File: src/rtl/dmem_lane_arbiter_pkg.sv
// Shared definitions for the data-memory lane arbiter: ALU memory-op codes,
// hardware-counter address, FSM state type and op-width decode.
package dmem_lane_arbiter_pkg;

  localparam logic [5:0] ALU_LB  = 6'h10;
  localparam logic [5:0] ALU_LH  = 6'h11;
  localparam logic [5:0] ALU_LW  = 6'h12;
  localparam logic [5:0] ALU_LBU = 6'h13;
  localparam logic [5:0] ALU_LHU = 6'h14;
  localparam logic [5:0] ALU_SB  = 6'h18;
  localparam logic [5:0] ALU_SH  = 6'h19;
  localparam logic [5:0] ALU_SW  = 6'h1a;

  localparam logic [31:0] HARDWARE_COUNTER_ADDR = 32'hffffff00;

  typedef enum logic {
    ST_IDLE   = 1'b0,
    ST_SECOND = 1'b1
  } arb_state_t;

  typedef enum logic [1:0] {
    SZ_BYTE = 2'd0,
    SZ_HALF = 2'd1,
    SZ_WORD = 2'd2,
    SZ_NONE = 2'd3
  } op_size_t;

  // SZ_NONE marks an alucode that is not a memory op; such requests are ignored.
  function automatic op_size_t alu_size(input logic [5:0] code);
    case (code)
      ALU_LB, ALU_LBU, ALU_SB: return SZ_BYTE;
      ALU_LH, ALU_LHU, ALU_SH: return SZ_HALF;
      ALU_LW, ALU_SW:          return SZ_WORD;
      default:                 return SZ_NONE;
    endcase
  endfunction

endpackage

File: src/rtl/dmem_lane_arbiter_if.sv
// Bundle between the two issue lanes, the single-port data memory and the
// writeback stage.
interface dmem_lane_arbiter_if #(
    parameter int ADDR_W = 32
);
  // Handshake: reqN_valid qualifies lane N's request. stall is the inverse of
  // ready for both lanes together: while stall is high the requester must hold
  // both lanes' requests unchanged into the next cycle. There is no ready on
  // the response side; respN_valid is a one-cycle pulse.
  logic              req0_valid;
  logic              req0_we;
  logic [ADDR_W-1:0] req0_addr;
  logic [31:0]       req0_wdata;
  logic [5:0]        req0_alucode;
  logic              req1_valid;
  logic              req1_we;
  logic [ADDR_W-1:0] req1_addr;
  logic [31:0]       req1_wdata;
  logic [5:0]        req1_alucode;

  logic              stall;
  logic              mem_en;
  logic [3:0]        mem_we;
  logic [ADDR_W-1:0] mem_addr;
  logic [31:0]       mem_wdata;

  logic              resp0_valid;
  logic [5:0]        resp0_alucode;
  logic [4:0]        resp0_byte_offset;
  logic              resp0_is_hardware;
  logic              resp1_valid;
  logic [5:0]        resp1_alucode;
  logic [4:0]        resp1_byte_offset;
  logic              resp1_is_hardware;
  logic              misalign;

  modport master (
    output req0_valid, req0_we, req0_addr, req0_wdata, req0_alucode,
    output req1_valid, req1_we, req1_addr, req1_wdata, req1_alucode,
    input  stall, mem_en, mem_we, mem_addr, mem_wdata,
    input  resp0_valid, resp0_alucode, resp0_byte_offset, resp0_is_hardware,
    input  resp1_valid, resp1_alucode, resp1_byte_offset, resp1_is_hardware,
    input  misalign
  );

  modport slave (
    input  req0_valid, req0_we, req0_addr, req0_wdata, req0_alucode,
    input  req1_valid, req1_we, req1_addr, req1_wdata, req1_alucode,
    output stall, mem_en, mem_we, mem_addr, mem_wdata,
    output resp0_valid, resp0_alucode, resp0_byte_offset, resp0_is_hardware,
    output resp1_valid, resp1_alucode, resp1_byte_offset, resp1_is_hardware,
    output misalign
  );
endinterface

File: src/rtl/dmem_lane_arbiter_store_align.sv
// Combinational byte-lane alignment: byte strobes, shifted store data and
// misalignment detection for one memory op.
module dmem_store_align
  import dmem_lane_arbiter_pkg::*;
(
  input  logic [5:0]  alucode,
  input  logic [1:0]  addr_lo,
  input  logic [31:0] wdata,
  output logic [3:0]  we,
  output logic [31:0] data,
  output logic        misalign
);

  always_comb begin
    we       = 4'b0000;
    misalign = 1'b0;
    data     = wdata << {addr_lo, 3'b000};
    case (alu_size(alucode))
      SZ_BYTE: we = 4'b0001 << addr_lo;
      SZ_HALF: begin
        misalign = addr_lo[0];
        we       = 4'b0011 << addr_lo;
      end
      SZ_WORD: begin
        misalign = |addr_lo;
        we       = 4'b1111 << addr_lo;
      end
      default: we = 4'b0000;
    endcase
    if (misalign) we = 4'b0000;
  end

endmodule

File: src/rtl/dmem_lane_arbiter.sv
// Shares the single-port data memory between two issue lanes, serialising
// same-cycle ops in program order and registering load metadata for writeback.
module dmem_lane_arbiter
  import dmem_lane_arbiter_pkg::*;
#(
  parameter int                ADDR_W  = 32,
  parameter logic [ADDR_W-1:0] HC_ADDR = ADDR_W'(HARDWARE_COUNTER_ADDR)
) (
  input  logic                 clk,
  input  logic                 rst,
  dmem_lane_arbiter_if.slave   bus,
  output arb_state_t           dbg_state
);

  arb_state_t        state_q, state_d;
  logic              v0, v1;
  logic              sel_valid, sel_lane, stall_c;
  logic              sel_we;
  logic [ADDR_W-1:0] sel_addr;
  logic [31:0]       sel_wdata;
  logic [5:0]        sel_alucode;
  logic [3:0]        align_we;
  logic [31:0]       align_data;
  logic              align_mis;
  logic              is_hc, issue_ok, mem_en_c, load_issue;

  logic              r0_valid, r1_valid, r0_hw, r1_hw, mis_q;
  logic [5:0]        r0_code, r1_code;
  logic [4:0]        r0_off, r1_off;

  assign v0 = bus.req0_valid && (alu_size(bus.req0_alucode) != SZ_NONE);
  assign v1 = bus.req1_valid && (alu_size(bus.req1_alucode) != SZ_NONE);

  // Lane0 is older, so it goes first; lane1 follows in SECOND using the
  // requests the pipeline holds stable because of stall.
  always_comb begin
    state_d   = state_q;
    sel_valid = 1'b0;
    sel_lane  = 1'b0;
    stall_c   = 1'b0;
    case (state_q)
      ST_IDLE: begin
        if (v0) begin
          sel_valid = 1'b1;
          if (v1) begin
            stall_c = 1'b1;
            state_d = ST_SECOND;
          end
        end else if (v1) begin
          sel_valid = 1'b1;
          sel_lane  = 1'b1;
        end
      end
      ST_SECOND: begin
        sel_valid = v1;
        sel_lane  = 1'b1;
        state_d   = ST_IDLE;
      end
      default: state_d = ST_IDLE;
    endcase
    if (rst) begin
      sel_valid = 1'b0;
      stall_c   = 1'b0;
    end
  end

  always_comb begin
    if (sel_lane) begin
      sel_we      = bus.req1_we;
      sel_addr    = bus.req1_addr;
      sel_wdata   = bus.req1_wdata;
      sel_alucode = bus.req1_alucode;
    end else begin
      sel_we      = bus.req0_we;
      sel_addr    = bus.req0_addr;
      sel_wdata   = bus.req0_wdata;
      sel_alucode = bus.req0_alucode;
    end
  end

  dmem_store_align u_align (
    .alucode  (sel_alucode),
    .addr_lo  (sel_addr[1:0]),
    .wdata    (sel_wdata),
    .we       (align_we),
    .data     (align_data),
    .misalign (align_mis)
  );

  // The hardware counter lives outside memory: loads still respond, stores vanish.
  assign is_hc      = (sel_addr == HC_ADDR);
  assign issue_ok   = sel_valid && !align_mis;
  assign mem_en_c   = issue_ok && !is_hc;
  assign load_issue = issue_ok && !sel_we;

  assign bus.stall     = stall_c;
  assign bus.mem_en    = mem_en_c;
  assign bus.mem_we    = (mem_en_c && sel_we) ? align_we : 4'b0000;
  assign bus.mem_addr  = sel_valid ? {sel_addr[ADDR_W-1:2], 2'b00} : '0;
  assign bus.mem_wdata = (sel_valid && sel_we) ? align_data : 32'h0;

  always_ff @(posedge clk) begin
    if (rst) begin
      state_q  <= ST_IDLE;
      r0_valid <= 1'b0;
      r1_valid <= 1'b0;
      r0_code  <= 6'h0;
      r1_code  <= 6'h0;
      r0_off   <= 5'h0;
      r1_off   <= 5'h0;
      r0_hw    <= 1'b0;
      r1_hw    <= 1'b0;
      mis_q    <= 1'b0;
    end else begin
      state_q  <= state_d;
      r0_valid <= load_issue && !sel_lane;
      r1_valid <= load_issue && sel_lane;
      mis_q    <= sel_valid && align_mis;
      if (load_issue && !sel_lane) begin
        r0_code <= sel_alucode;
        r0_off  <= {sel_addr[1:0], 3'b000};
        r0_hw   <= is_hc;
      end
      if (load_issue && sel_lane) begin
        r1_code <= sel_alucode;
        r1_off  <= {sel_addr[1:0], 3'b000};
        r1_hw   <= is_hc;
      end
    end
  end

  assign bus.resp0_valid       = r0_valid;
  assign bus.resp0_alucode     = r0_code;
  assign bus.resp0_byte_offset = r0_off;
  assign bus.resp0_is_hardware = r0_hw;
  assign bus.resp1_valid       = r1_valid;
  assign bus.resp1_alucode     = r1_code;
  assign bus.resp1_byte_offset = r1_off;
  assign bus.resp1_is_hardware = r1_hw;
  assign bus.misalign          = mis_q;
  assign dbg_state             = state_q;

endmodule

File: src/flat_wrapper.sv
// flat-port wrapper written by rule: the top's interface ports become plain ports
module dmem_lane_arbiter_flat import dmem_lane_arbiter_pkg::*;
#(
  parameter int                ADDR_W  = 32,
  parameter logic [ADDR_W-1:0] HC_ADDR = ADDR_W'(HARDWARE_COUNTER_ADDR)
)
  (clk, rst, dbg_state, bus_req0_valid, bus_req0_we, bus_req0_addr, bus_req0_wdata, bus_req0_alucode, bus_req1_valid, bus_req1_we, bus_req1_addr, bus_req1_wdata, bus_req1_alucode, bus_stall, bus_mem_en, bus_mem_we, bus_mem_addr, bus_mem_wdata, bus_resp0_valid, bus_resp0_alucode, bus_resp0_byte_offset, bus_resp0_is_hardware, bus_resp1_valid, bus_resp1_alucode, bus_resp1_byte_offset, bus_resp1_is_hardware, bus_misalign);
  dmem_lane_arbiter_if #(.ADDR_W(ADDR_W)) bus_i ();
  input  logic clk;
  input  logic rst;
  output arb_state_t dbg_state;
  input wire logic [$bits(bus_i.req0_valid)-1:0] bus_req0_valid;
  input wire logic [$bits(bus_i.req0_we)-1:0] bus_req0_we;
  input wire logic [$bits(bus_i.req0_addr)-1:0] bus_req0_addr;
  input wire logic [$bits(bus_i.req0_wdata)-1:0] bus_req0_wdata;
  input wire logic [$bits(bus_i.req0_alucode)-1:0] bus_req0_alucode;
  input wire logic [$bits(bus_i.req1_valid)-1:0] bus_req1_valid;
  input wire logic [$bits(bus_i.req1_we)-1:0] bus_req1_we;
  input wire logic [$bits(bus_i.req1_addr)-1:0] bus_req1_addr;
  input wire logic [$bits(bus_i.req1_wdata)-1:0] bus_req1_wdata;
  input wire logic [$bits(bus_i.req1_alucode)-1:0] bus_req1_alucode;
  output wire logic [$bits(bus_i.stall)-1:0] bus_stall;
  output wire logic [$bits(bus_i.mem_en)-1:0] bus_mem_en;
  output wire logic [$bits(bus_i.mem_we)-1:0] bus_mem_we;
  output wire logic [$bits(bus_i.mem_addr)-1:0] bus_mem_addr;
  output wire logic [$bits(bus_i.mem_wdata)-1:0] bus_mem_wdata;
  output wire logic [$bits(bus_i.resp0_valid)-1:0] bus_resp0_valid;
  output wire logic [$bits(bus_i.resp0_alucode)-1:0] bus_resp0_alucode;
  output wire logic [$bits(bus_i.resp0_byte_offset)-1:0] bus_resp0_byte_offset;
  output wire logic [$bits(bus_i.resp0_is_hardware)-1:0] bus_resp0_is_hardware;
  output wire logic [$bits(bus_i.resp1_valid)-1:0] bus_resp1_valid;
  output wire logic [$bits(bus_i.resp1_alucode)-1:0] bus_resp1_alucode;
  output wire logic [$bits(bus_i.resp1_byte_offset)-1:0] bus_resp1_byte_offset;
  output wire logic [$bits(bus_i.resp1_is_hardware)-1:0] bus_resp1_is_hardware;
  output wire logic [$bits(bus_i.misalign)-1:0] bus_misalign;
  assign bus_i.req0_valid = bus_req0_valid;
  assign bus_i.req0_we = bus_req0_we;
  assign bus_i.req0_addr = bus_req0_addr;
  assign bus_i.req0_wdata = bus_req0_wdata;
  assign bus_i.req0_alucode = bus_req0_alucode;
  assign bus_i.req1_valid = bus_req1_valid;
  assign bus_i.req1_we = bus_req1_we;
  assign bus_i.req1_addr = bus_req1_addr;
  assign bus_i.req1_wdata = bus_req1_wdata;
  assign bus_i.req1_alucode = bus_req1_alucode;
  assign bus_stall = bus_i.stall;
  assign bus_mem_en = bus_i.mem_en;
  assign bus_mem_we = bus_i.mem_we;
  assign bus_mem_addr = bus_i.mem_addr;
  assign bus_mem_wdata = bus_i.mem_wdata;
  assign bus_resp0_valid = bus_i.resp0_valid;
  assign bus_resp0_alucode = bus_i.resp0_alucode;
  assign bus_resp0_byte_offset = bus_i.resp0_byte_offset;
  assign bus_resp0_is_hardware = bus_i.resp0_is_hardware;
  assign bus_resp1_valid = bus_i.resp1_valid;
  assign bus_resp1_alucode = bus_i.resp1_alucode;
  assign bus_resp1_byte_offset = bus_i.resp1_byte_offset;
  assign bus_resp1_is_hardware = bus_i.resp1_is_hardware;
  assign bus_misalign = bus_i.misalign;
  dmem_lane_arbiter #(.ADDR_W(ADDR_W), .HC_ADDR(HC_ADDR)) u_core (.clk(clk), .rst(rst), .bus(bus_i), .dbg_state(dbg_state));
endmodule
File: config.mk
export PLATFORM = sky130hd
export DESIGN_NAME = dmem_lane_arbiter_flat
export DESIGN_NICKNAME = d
export VERILOG_FILES = /design/src/rtl/dmem_lane_arbiter_pkg.sv /design/src/rtl/dmem_lane_arbiter_if.sv /design/src/rtl/dmem_lane_arbiter_store_align.sv /design/src/rtl/dmem_lane_arbiter.sv /design/src/flat_wrapper.sv
export SDC_FILE = /design/constraint.sdc
export NUM_CORES = 1
export LEC_CHECK = 0
export ABC_CLOCK_PERIOD_IN_PS = 8300
export CAP_MARGIN = 20
export CELL_PAD_IN_SITES_DETAIL_PLACEMENT = 1
export CELL_PAD_IN_SITES_GLOBAL_PLACEMENT = 1
export CORE_MARGIN = 2
export CORE_UTILIZATION = 24
export CTS_BUF_LIST = sky130_fd_sc_hd__clkbuf_8
export DETAILED_ROUTE_END_ITERATION = 12
export GPL_ROUTABILITY_DRIVEN = 0
export PLACE_DENSITY_LB_ADDON = 0.1
export SLEW_MARGIN = 40
export SYNTH_ARGS = -nofsm -noshare
export SYNTH_HDL_FRONTEND = slang
export SYNTH_SLANG_ARGS = --single-unit
export TNS_END_PERCENT = 10
File: constraint.sdc
create_clock -name clk -period 8.3 [get_ports clk]
set_input_delay 0.83 -clock clk [delete_from_list [all_inputs] [get_ports clk]]
set_output_delay 0.83 -clock clk [all_outputs]
set_load 0.05 [all_outputs]
==> results by group, run 1 <==
Floorplan
  • CORE AREA: 13190 um2
  • Starting Density: 0.2448
  • I/O Pins: 244
  • Die area: 14400 um2
  • Std-Cell Rows: 42
  • Die extent in y: 120 um
  • Horiz. Die Dim: 120 um

Yosys
  • Ys async rst share: 0
  • Syn_area_per_cell: 6.524 um2
  • EDFF count, synth: 0
  • Synth cell types: 47
  • Register area share after synthesis: 0.1364
  • Cells after synthesis: 495
  • YS warnings: 0
  • Top FF cell, synth: dfxtp_1
  • Mapped Area: 3229 um2
  • Flops & latches, synth: 22

Timing
  • Hold Vio Cnt, Final: 0
  • Fmax: 154.3 MHz
  • Slew @ Worst Pin: 746.6 ps
  • Crit share post-route: 0.7806
  • Setup_tns: 0 ps
  • Final min period: 6479 ps
  • Setup WS post-layout: 1821 ps
  • RSZ-0062 raised after global routing: false
  • Slew margin rel.: 0.5022
  • # setup viols final: 0
  • Final Skew: 8.616 ps
  • Final-report max-slew violation count: 0

Clock network
  • Resized Gates After CTS: 0
  • Clk Tree Root Cell: clkbuf_8
  • Clock transition at path regs: 70 ps
  • Clock buffer depth: 2
  • CTS tree: done
  • # hold bufs at CTS: 0
  • Total CTS buffers: 3
  • Post-CTS setup buffer count: 0
  • Clk_lat worst skew: 260 ps
  • Sink Count: 22
  • Max H-tree Level: 1

Layout
  • Fin cells: 876
  • Layout area overhead: 76.99%
  • Design area: 5715 um2
  • Share of cells above drive strength 1: 0.05143
  • Nets: 851
  • Antenna cell count: 0

GRT
  • Largest net degree at the start of global routing: 92
  • GRT Total Usage: 0.2168
  • First-pass GRT wire length: 25250 um
  • Remaining Overflow, GRT: 0
  • Initial antenna violation count: 0
  • Number of global-route vias before repair: 4870

Placed design
  • Place WS: 1791 ps
  • IO buf count: 235
  • DP HPWL: 12380 um
  • Placed insts: 872
  • Placed inst area: 5665 um2

Critical path
  • Slowest cell on the critical path: clkdlybuf4s50_1
  • Critical Path Fanout Max: 12
  • CP arrival: 5650 ps
  • Critical path class: in2out
  • R2R Path End: u_core.bus.resp0_alucode[4]
  • Crit-path cells: clkdlybuf4s50_1 > a21oi_1 > o2111ai_2 > o21ai_4 > mux2i_1 > mux2_2 > a21oi_1 > ha_1 > nor2b_1 > inv_1 > nor3_1 > or4_4 > a2111oi_4 > clkdlybuf4s50_1
  • CP peak stage delay: 900 ps
  • R2R depth: 12
  • CP endpoint kind: primary output
  • CP startpoint kind: input pin
  • Req. time, crit path: 7470 ps
  • Worst reg2reg setup slack: 4180 ps
  • Reg2reg start: u_core.dbg_state

Hold path
  • Worst hold-check path type: reg2reg
  • Hold wc startpoint: u_core.bus.resp1_alucode[5]
  • WHS Endpoint: u_core.bus.resp1_alucode[5]
  • Hold Path Stages: 1

Drt
  • Drt initial violations: 187
  • Vias: 4562
  • Post-route antenna net violation count: 0
  • DRT Pass-1 Iters: 4
  • Mean routed wirelength per cell: 18.73 um
  • Number of vias per cell: 5.208
  • DRC: 0
  • Final WL: 16410 um

Pwr
  • Leak Pwr: 2.147 nW
  • Worst vdd ir: 0.04654 mV
  • Reg power frac: 0.273
  • Psw: 0.1409 mW
  • Total power: 0.3890 mW
  • Combinational Power Share: 0.529
  • Power per cell area: 68.06 nW/um2
  • Sw frac: 0.3622
  • Clock share of power: 0.198
  • Internal Power: 0.2481 mW

Flow run
  • Maxcap violations: 0

Outcome
  • Outcome: finished clean
==> how the worst max path moves through the flow <==
stage	from	to	slack [ps]	depth (start not counted)
detailed placement	bus_req0_alucode[3]	bus_mem_we[1]	1790	14
global route	bus_req0_alucode[3]	bus_mem_we[1]	1500	14
finish	bus_req0_alucode[1]	bus_mem_we[1]	1820	14
global placement	bus_req0_alucode[3]	bus_mem_we[1]	2000	14
CTS	bus_req0_alucode[3]	bus_mem_we[1]	1790	14
floorplan	bus_req0_alucode[3]	bus_mem_we[2]	2520	14
==> logic make-up after synthesis <==
group,share of synthesized area
DFF,0.1364
buffers and inverters,0.07478
AOI/OAI and AO/OA,0.3022
muxes,0.1569
and+or+nand+nor,0.3131
adders and majority gates,0.01550
other,0.001161
==> sequential cells by signal (all words and copies together) (netlist names) <==
name                          flops
u_core.bus.resp0_valid            1
u_core.bus.misalign               1
u_core.bus.resp1_is_hardware      1
u_core.bus.resp0_alucode          6
u_core.dbg_state                  1
u_core.bus.resp0_is_hardware      1
u_core.bus.resp1_valid            1
u_core.bus.resp1_byte_offset      2
u_core.bus.resp0_byte_offset      2
u_core.bus.resp1_alucode          6
==> final cells by class <==
| cell class | instances | area [um2] |
|---|---|---|
| fillers | 1651 | 7475 |
| multi-input cells | 428 | 2595 |
| repair buffers | 241 | 2386 |
| flip-flops and latches | 22 | 440.4 |
| well taps | 176 | 220.2 |
| clock buffers | 4 | 55.05 |
| inverters | 5 | 18.77 |
==> metal layers <==
| metal | routed length [um] | global-route usage |
|---|---|---|
| met4 | 421 | 0.06029 |
| met2 | 8181 | 0.3963 |
| met5 | 0 | 0 |
| met3 | 1062 | 0.03992 |
| met1 | 6739 | 0.2566 |
==> per-stage QoR <==
step | util | hold slack [ps]
global route | 0.4333 | 502.4
global placement | 0.4290 | 462.3
floorplan | - | 709.5
CTS | 0.4337 | 489.2
detailed placement | 0.4295 | 478.1
finish | 0.4333 | 483.0
==> power groups by stage <==
stage	sequential [mW]	combinational, mW	clock, mW
5_1_grt	0.106	0.222	0.0840
4_1_cts	0.106	0.207	0.0782
6_report	0.106	0.206	0.0771
3_3_place_gp	0.109	0.203	0
3_5_place_dp	0.109	0.206	0
2_1_floorplan	0.110	0.0983	0
==> cells in the mapped netlist, types with 4 or more instances <==
| library cell | instances | area, um2 |
|---|---|---|
| buf_2 | 10 | 50.05 |
| dfxtp_1 | 22 | 440.4 |
| nand3_1 | 29 | 145.1 |
| ha_1 | 4 | 50.05 |
| a211oi_1 | 17 | 127.6 |
| buf_4 | 9 | 67.56 |
| nor2b_1 | 13 | 81.33 |
| inv_1 | 5 | 18.77 |
| a211o_1 | 16 | 140.1 |
| nor4_1 | 4 | 25.02 |
| nand2_1 | 129 | 484.2 |
| buf_1 | 7 | 26.28 |
| nand4_1 | 13 | 81.33 |
| o21ai_0 | 15 | 75.07 |
| clkbuf_1 | 21 | 78.83 |
| mux2_2 | 5 | 56.30 |
| mux2i_1 | 45 | 450.4 |
| a21oi_1 | 72 | 360.4 |
| nor2_1 | 13 | 48.80 |
| nor3_1 | 9 | 45.04 |
==> critical path: cells and delay by family <==
family                     cells  cell delay (ps)
muxes                          2              700
adders and majority gates      1              300
and+or+nand+nor                3              820
AOI/OAI and AO/OA              5             1440
buffers and inverters          3             1570
==> cells in the final DEF (no fill, tap or decap), drive strengths merged <==
cell / n
a2111o: 1
a2111oi: 2
a211o: 16
a211oi: 17
a21o: 2
a21oi: 72
and3: 2
buf: 9
clkbuf: 4
clkdlybuf4s50: 232
conb: 8
dfxtp: 22
ha: 4
inv: 5
mux2: 5
mux2i: 45
nand2: 129
nand2b: 2
nand3: 29
nand4: 13
nor2: 13
nor2b: 14
nor3: 9
nor3b: 2
nor4: 5
o2111a: 1
o2111ai: 2
o211a: 3
o211ai: 2
o21a: 2
o21ai: 17
o21ba: 2
o22ai: 1
o31a: 1
o31ai: 1
o32ai: 1
or3: 2
or4: 3
Note: power is estimated with default switching activity, not from simulation.
==> run 2, diff against run 1 <==
--- a/config.mk
+++ b/config.mk
@@ -5,12 +5,12 @@
 export SDC_FILE = /design/constraint.sdc
 export NUM_CORES = 1
 export LEC_CHECK = 0
-export ABC_CLOCK_PERIOD_IN_PS = 8300
+export ABC_CLOCK_PERIOD_IN_PS = 5600
 export CAP_MARGIN = 20
 export CELL_PAD_IN_SITES_DETAIL_PLACEMENT = 1
 export CELL_PAD_IN_SITES_GLOBAL_PLACEMENT = 1
 export CORE_MARGIN = 2
-export CORE_UTILIZATION = 24
+export CORE_UTILIZATION = 20
 export CTS_BUF_LIST = sky130_fd_sc_hd__clkbuf_8
 export DETAILED_ROUTE_END_ITERATION = 12
 export GPL_ROUTABILITY_DRIVEN = 0
==> constraint.sdc (replaced) <==
create_clock -name clk -period 5.6 [get_ports clk]
set_input_delay 0.56 -clock clk [delete_from_list [all_inputs] [get_ports clk]]
set_output_delay 0.56 -clock clk [all_outputs]
set_load 0.05 [all_outputs]
==> results by group, run 2 (synthesis results as in run 1) <==
Drt
  • Final WL: 17350 um (was 16410 um)
  • Vias: 4495 (was 4562)
  • Post-route antenna net violation count: 0 (unchanged)
  • Mean routed wirelength per cell: 18.79 um (was 18.73 um)
  • Drt initial violations: 165 (was 187)
  • DRC: 0 (unchanged)
  • Number of vias per cell: 4.870 (was 5.208)
  • DRT Pass-1 Iters: 6 (was 4)

Clock network
  • Clk_lat worst skew: 270 ps (was 260 ps)
  • Total CTS buffers: 3 (unchanged)
  • Post-CTS setup buffer count: 0 (unchanged)
  • CTS tree: done (unchanged)
  • Max H-tree Level: 1 (unchanged)
  • Clock transition at path regs: 80 ps (was 70 ps)
  • # hold bufs at CTS: 0 (unchanged)
  • Sink Count: 22 (unchanged)
  • Clk Tree Root Cell: clkbuf_8 (unchanged)
  • Resized Gates After CTS: 0 (unchanged)
  • Clock buffer depth: 2 (unchanged)

Layout
  • Antenna cell count: 0 (unchanged)
  • Commonest non-fill, non-tap cell in the layout: clkdlybuf4s50_1 (unchanged)
  • Nets: 858 (was 851)
  • Layout area overhead: 80.86% (was 76.99%)
  • Most frequent cells in the layout: clkdlybuf4s50_1, nand2_1, a21oi_1 (unchanged)
  • Fin util: 0.3690 (was 0.4333)
  • Fin cells: 923 (was 876)
  • Share of cells above drive strength 1: 0.08487 (was 0.05143)
  • Design area: 5841 um2 (was 5715 um2)

Placed design
  • Placed inst area: 5769 um2 (was 5665 um2)
  • Placed insts: 919 (was 872)
  • IO buf count: 235 (unchanged)
  • DP HPWL: 13700 um (was 12380 um)

Critical path
  • CP Launch Point: bus_req1_alucode[3] (was bus_req0_alucode[1])
  • Critical Path Fanout Max: 7 (was 12)
  • CP endpoint kind: primary output (unchanged)
  • Critical Path End: bus_mem_we[2] (was bus_mem_we[1])
  • CP arrival: 4700 ps (was 5650 ps)
  • CP startpoint kind: input pin (unchanged)
  • R2R depth: 13 (was 12)
  • R2R Path End: u_core.bus.resp0_alucode[4] (unchanged)
  • Reg2reg start: u_core.dbg_state (unchanged)
  • Req. time, crit path: 5040 ps (was 7470 ps)
  • Critical path class: in2out (unchanged)
  • Worst reg2reg setup slack: 1880 ps (was 4180 ps)

Timing
  • RSZ-0062 raised after global routing: false (unchanged)
  • Crit share post-route: 0.9397
  • Hold Vio Cnt, Final: 0 (unchanged)
  • Slew margin rel.: 0.4870 (was 0.5022)
  • Final-report max-slew violation count: 0 (unchanged)
  • Fmax: 190.0 MHz
  • Final min period: 5262 ps
  • Setup_tns: 0 ps (unchanged)
  • Final Skew: 1.510 ps (was 8.616 ps)
  • Slew @ Worst Pin: 768.7 ps (was 746.6 ps)
  • # setup viols final: 0 (unchanged)

Pwr
  • Power per cell area: 105.6 nW/um2 (was 68.06 nW/um2)
  • Leak Pwr: 2.240 nW (was 2.147 nW)
  • Sw frac: 0.3441 (was 0.3622)
  • Internal Power: 0.4044 mW (was 0.2481 mW)
  • Clock share of power: 0.243 (was 0.198)
  • Combinational Power Share: 0.502 (was 0.529)
  • Psw: 0.2121 mW (was 0.1409 mW)
  • Total power: 0.6165 mW (was 0.3890 mW)
  • Worst vdd ir: 0.07951 mV (was 0.04654 mV)
  • Reg power frac: 0.255 (was 0.273)

GRT
  • GRT Total Usage: 0.1963 (was 0.2168)
  • Number of global-route vias before repair: 4796 (was 4870)
  • Initial antenna violation count: 1 (was 0)
  • First-pass GRT wire length: 26380 um (was 25250 um)
  • Remaining Overflow, GRT: 0 (unchanged)
  • Largest net degree at the start of global routing: 92 (unchanged)

Outcome
  • Outcome: finished clean (unchanged)

Floorplan
  • I/O Pins: 244 (unchanged)
  • Die extent in y: 131.1 um (was 120 um)
  • CORE AREA: 15830 um2 (was 13190 um2)
  • Horiz. Die Dim: 131.1 um (was 120 um)
  • Starting Density: 0.2040 (was 0.2448)
  • Std-Cell Rows: 46 (was 42)
  • Die area: 17180 um2 (was 14400 um2)

Hold path
  • Worst hold-check path type: reg2reg (unchanged)

Flow run
  • Maxcap violations: 0 (unchanged)
run 2: how the worst min path moves through the flow:
| stage | from | end | depth (start not counted) |
|---|---|---|---|
| floorplan | bus_req0_alucode[0] | u_core.bus.resp0_alucode[0] | 2 |
| global route | u_core.bus.resp1_alucode[5] | u_core.bus.resp1_alucode[5] | 1 |
| CTS | u_core.bus.resp1_alucode[5] | u_core.bus.resp1_alucode[5] | 1 |
| detailed placement | u_core.bus.resp1_alucode[5] | u_core.bus.resp1_alucode[5] | 1 |
| finish | u_core.bus.resp1_alucode[5] | u_core.bus.resp1_alucode[5] | 1 |
| global placement | u_core.bus.resp1_alucode[5] | u_core.bus.resp1_alucode[5] | 1 |
run 2: critical path: stages:
cell             delay (ps)
clkdlybuf4s50_1         540
a21oi_1                 110
o2111a_2                340
o21ai_4                 270
mux2i_1                 360
mux2_2                  390
a21oi_1                 270
ha_1                    310
nor2b_1                 130
inv_1                   110
nor3_1                   70
or4_4                   610
a211oi_1                440
buf_12                  200
run 2: final cells by class:
cell class / count / area (um2)
inverters: 5 / 18.77
well taps: 216 / 270.3
clock inverters: 1 / 30.03
fillers: 1927 / 9987
flip-flops and latches: 22 / 440.4
repair buffers: 248 / 2459
multi-input cells: 428 / 2581
clock buffers: 3 / 41.29
run 2: power groups by stage:
stage	Combinational [mW]	Sequential (mW)	Clock [mW]
6_report	0.310	0.157	0.150
4_1_cts	0.311	0.157	0.155
3_5_place_dp	0.310	0.161	0
2_1_floorplan	0.146	0.163	0
3_3_place_gp	0.307	0.161	0
5_1_grt	0.334	0.157	0.159
run 2: per-layer routing:
| layer | global-route usage | up-vias | share of wire |
|---|---|---|---|
| met2 | 0.3572 | 178 | 0.50 |
| met5 | 0 | - | 0 |
| li1 | - | 2193 | - |
| met3 | 0.03937 | 27 | 0.070 |
| met1 | 0.2336 | 2097 | 0.40 |
| met4 | 0.05444 | 0 | 0.024 |
run 2: through the flow:
stage / hold slack [ps] / worst slack (ps)
floorplan: 707.7 / 301.5
CTS: 479.4 / 307.2
finish: 472.8 / 337.9
global route: 499.4 / 48.97
detailed placement: 467.5 / 344.6
global placement: 461.7 / 517.7
==> run 3, diff against run 2 <==
--- a/config.mk
+++ b/config.mk
@@ -5,12 +5,13 @@
 export SDC_FILE = /design/constraint.sdc
 export NUM_CORES = 1
 export LEC_CHECK = 0
+export ABC_AREA = 1
 export ABC_CLOCK_PERIOD_IN_PS = 5600
 export CAP_MARGIN = 20
 export CELL_PAD_IN_SITES_DETAIL_PLACEMENT = 1
 export CELL_PAD_IN_SITES_GLOBAL_PLACEMENT = 1
 export CORE_MARGIN = 2
-export CORE_UTILIZATION = 20
+export CORE_UTILIZATION = 18
 export CTS_BUF_LIST = sky130_fd_sc_hd__clkbuf_8
 export DETAILED_ROUTE_END_ITERATION = 12
 export GPL_ROUTABILITY_DRIVEN = 0
==> results by group, run 3 <==
Timing
  • Slew @ Worst Pin: 599.2 ps (was 768.7 ps)
  • Slew margin rel.: 0.5999 (was 0.4870)
  • Final min period: 5036 ps (was 5262 ps)
  • Final-report max-slew violation count: 0 (unchanged)
  • # setup viols final: 0 (unchanged)
  • RSZ-0062 raised after global routing: false (unchanged)
  • Worst hold margin: 453.8 ps (was 472.8 ps)
  • Setup_tns: 0 ps (unchanged)
  • Crit share post-route: 0.8994 (was 0.9397)
  • Final Skew: 2.274 ps (was 1.510 ps)
  • Hold Vio Cnt, Final: 0 (unchanged)
  • Fmax: 198.6 MHz (was 190.0 MHz)

Critical path
  • Req. time, crit path: 5040 ps (about the same)
  • Critical path class: in2out (unchanged)
  • Slowest cell on the critical path: clkdlybuf4s50_1 (was or4_4)
  • R2R Path End: u_core.bus.resp1_alucode[3] (was u_core.bus.resp0_alucode[4])
  • WP depth: 21 (was 14)
  • CP endpoint kind: primary output (unchanged)
  • CP arrival: 4480 ps (was 4700 ps)
  • R2R depth: 17 (was 13)
  • Crit-path cells: clkdlybuf4s50_1 > nand2_1 > nor2_2 > nand3_4 > nand2_4 > nand2_4 > inv_2 > or2_2 > o21ai_0 > o21ai_0 > nor3b_2 > inv_2 > ha_1 > nand3_1 > nand2_1 > nand3_2 > nand2_1 > inv_1 > nand3_2 > nor2_1 > buf_12 (was clkdlybuf4s50_1 > a21oi_1 > o2111a_2 > o21ai_4 > mux2i_1 > mux2_2 > a21oi_1 > ha_1 > nor2b_1 > inv_1 > nor3_1 > or4_4 > a211oi_1 > buf_12)
  • CP dominant cell by count: nand2_1 (was a21oi_1)
  • CP delay by family, top: simple AND/OR/NAND/NOR gates (was compound AO/OA/AOI/OAI gates)
  • CP startpoint kind: input pin (unchanged)
  • Reg2reg start: u_core.dbg_state (unchanged)
  • CP peak stage delay: 500 ps (was 610 ps)
  • Worst reg2reg setup slack: 2230 ps (was 1880 ps)
  • Worst Path Buf+Inv: 5 (was 3)
  • Critical Path Fanout Max: 35 (was 7)

Yosys
  • Synth cell types: 40 (was 47)
  • EDFF count, synth: 0 (unchanged)
  • Most common cell in the netlist: nand2_1 (unchanged)
  • Syn_area_per_cell: 5.388 um2 (was 6.524 um2)
  • Cells after synthesis: 565 (was 495)
  • Yosys top cell by area: nand2_1 (unchanged)
  • Main area contributors after synthesis: nand2_1, dfxtp_1, nor2_1, a21oi_1, inv_1 (was nand2_1, mux2i_1, dfxtp_1, a21oi_1, nand3_1)
  • Post-synth top cells: nand2_1, nor2_1, inv_1, a21oi_1, o21ai_0 (was nand2_1, a21oi_1, mux2i_1, nand3_1, dfxtp_1)
  • Register area share after synthesis: 0.1447 (was 0.1364)
  • Mapped Area: 3044 um2 (was 3229 um2)
  • Flops & latches, synth: 22 (unchanged)
  • YS warnings: 0 (unchanged)
  • Ys async rst share: 0 (unchanged)
  • Top FF cell, synth: dfxtp_1 (unchanged)
  • Post-synth top area share: 0.2552 (was 0.1499)

Pwr
  • Total power: 0.5771 mW (was 0.6165 mW)
  • Leak Pwr: 2.411 nW (was 2.240 nW)
  • Power per cell area: 104.2 nW/um2 (was 105.6 nW/um2)
  • Worst vdd ir: 0.07952 mV (was 0.07951 mV)

Clock network
  • # hold bufs at CTS: 0 (unchanged)
  • Post-CTS setup buffer count: 0 (unchanged)
  • Clk Tree Root Cell: clkbuf_8 (unchanged)
  • Total CTS buffers: 3 (unchanged)
  • Clock transition at path regs: 80 ps (about the same)
  • Sink Count: 22 (unchanged)
  • Resized Gates After CTS: 0 (unchanged)
  • Max H-tree Level: 1 (unchanged)
  • Clock buffer depth: 2 (unchanged)
  • Clk_lat worst skew: 270 ps (about the same)
  • CTS tree: done (unchanged)

GRT
  • Number of global-route vias before repair: 4628 (was 4796)
  • First-pass GRT wire length: 24950 um (was 26380 um)
  • Initial antenna violation count: 0 (was 1)
  • GRT Total Usage: 0.1729 (was 0.1963)
  • Remaining Overflow, GRT: 0 (unchanged)
  • Largest net degree at the start of global routing: 74 (was 92)

Drt
  • DRT Pass-1 Iters: 4 (was 6)
  • Vias: 4380 (was 4495)
  • DRC: 0 (unchanged)
  • Drt initial violations: 167 (was 165)
  • Mean routed wirelength per cell: 16.14 um (was 18.79 um)
  • Final WL: 16110 um (was 17350 um)
  • Post-route antenna net violation count: 0 (unchanged)
  • Number of vias per cell: 4.389 (was 4.870)

Hold path
  • Hold Path Stages: 2 (was 1)
  • WHS Endpoint: u_core.bus.resp0_alucode[5] (was u_core.bus.resp1_alucode[5])
  • Worst hold-check path type: reg2reg (unchanged)
  • Hold wc startpoint: u_core.bus.resp0_alucode[5] (was u_core.bus.resp1_alucode[5])

Floorplan
  • Die area: 17970 um2 (was 17180 um2)
  • Starting Density: 0.1836 (was 0.2040)
  • I/O Pins: 244 (unchanged)
  • Horiz. Die Dim: 134.0 um (was 131.1 um)
  • Die extent in y: 134.0 um (was 131.1 um)
  • CORE AREA: 16580 um2 (was 15830 um2)
  • Std-Cell Rows: 47 (was 46)

Placed design
  • IO buf count: 235 (unchanged)
  • Placed inst area: 5466 um2 (was 5769 um2)
  • DP HPWL: 12880 um (was 13700 um)

Outcome
  • Outcome: finished clean (unchanged)

Layout
  • Layout area overhead: 81.87% (was 80.86%)
  • Antenna cell count: 0 (unchanged)
  • Share of cells above drive strength 1: 0.1080 (was 0.08487)
  • Commonest non-fill, non-tap cell in the layout: nand2_1 (was clkdlybuf4s50_1)
  • Nets: 929 (was 858)
  • Most frequent cells in the layout: nand2_1, clkdlybuf4s50_1, nor2_1 (was clkdlybuf4s50_1, nand2_1, a21oi_1)
  • # fillers: 2164 (was 1927)
  • Design area: 5537 um2 (was 5841 um2)

Flow run
  • Maxcap violations: 0 (unchanged)
==> run 3: power by group <==
part           total (mW)  leakage [nW]  internal, mW  switching, mW
registers           0.158         0.177         0.157       0.000637
clock network       0.116        0.0288        0.0627         0.0535
logic               0.303          2.20         0.139          0.163
==> run 3: tightest hold or removal path: stages (launching register included) <==
cell	delay, ps
dfxtp_1	320
nand2_1	60
nor2_1	30
==> run 3: kinds of logic after synthesis <==
logic type,synth area share
other cells,0.001232
compound gates,0.1932
simple gates,0.4945
fa+ha+maj,0.01644
flops,0.1447
buf+inv,0.1500
==> run 3: area by class of cell <==
class | instances | area (um2) | area share
timing repair buffer | 238 | 2352 | 0.4249
sequential | 22 | 440.4 | 0.07955
inverter | 62 | 240.2 | 0.04339
tap | 220 | 275.3 | 0.04972
clock buffer | 4 | 55.05 | 0.009944
multi-input combinational | 452 | 2173 | 0.3925
==> run 3: layer usage <==
metal  routed length, um  up-vias  share of wire  global-route usage
met5                   0        -              0                   0
met1                6648     2001           0.41              0.2012
met3                1338        6          0.083             0.04573
li1                    -     2203              -                   -
met4                 108        0         0.0067             0.01813
met2                8012      170           0.50              0.3265
==> run 3: worst max-delay path by stage <==
stage                        startpoint             to  slack (ps)
floorplan           bus_req0_alucode[4]  bus_mem_we[0]        1770
global placement    bus_req1_alucode[4]  bus_mem_we[1]         680
detailed placement  bus_req1_alucode[4]  bus_mem_we[1]         450
CTS                 bus_req1_alucode[4]  bus_mem_we[1]         420
global route        bus_req1_alucode[4]  bus_mem_we[0]         120
finish              bus_req1_alucode[4]  bus_mem_we[0]         560
==> run 3: through the flow <==
step | worst slack [ps] | utilization | cells
2_1_floorplan | 1774 | - | 572
3_3_place_gp | 683.7 | 0.3296 | 993
3_5_place_dp | 448.2 | 0.3296 | 993
4_1_cts | 420.2 | 0.3330 | 997
5_1_grt | 120.9 | 0.3339 | 998
6_report | 563.6 | 0.3339 | 998
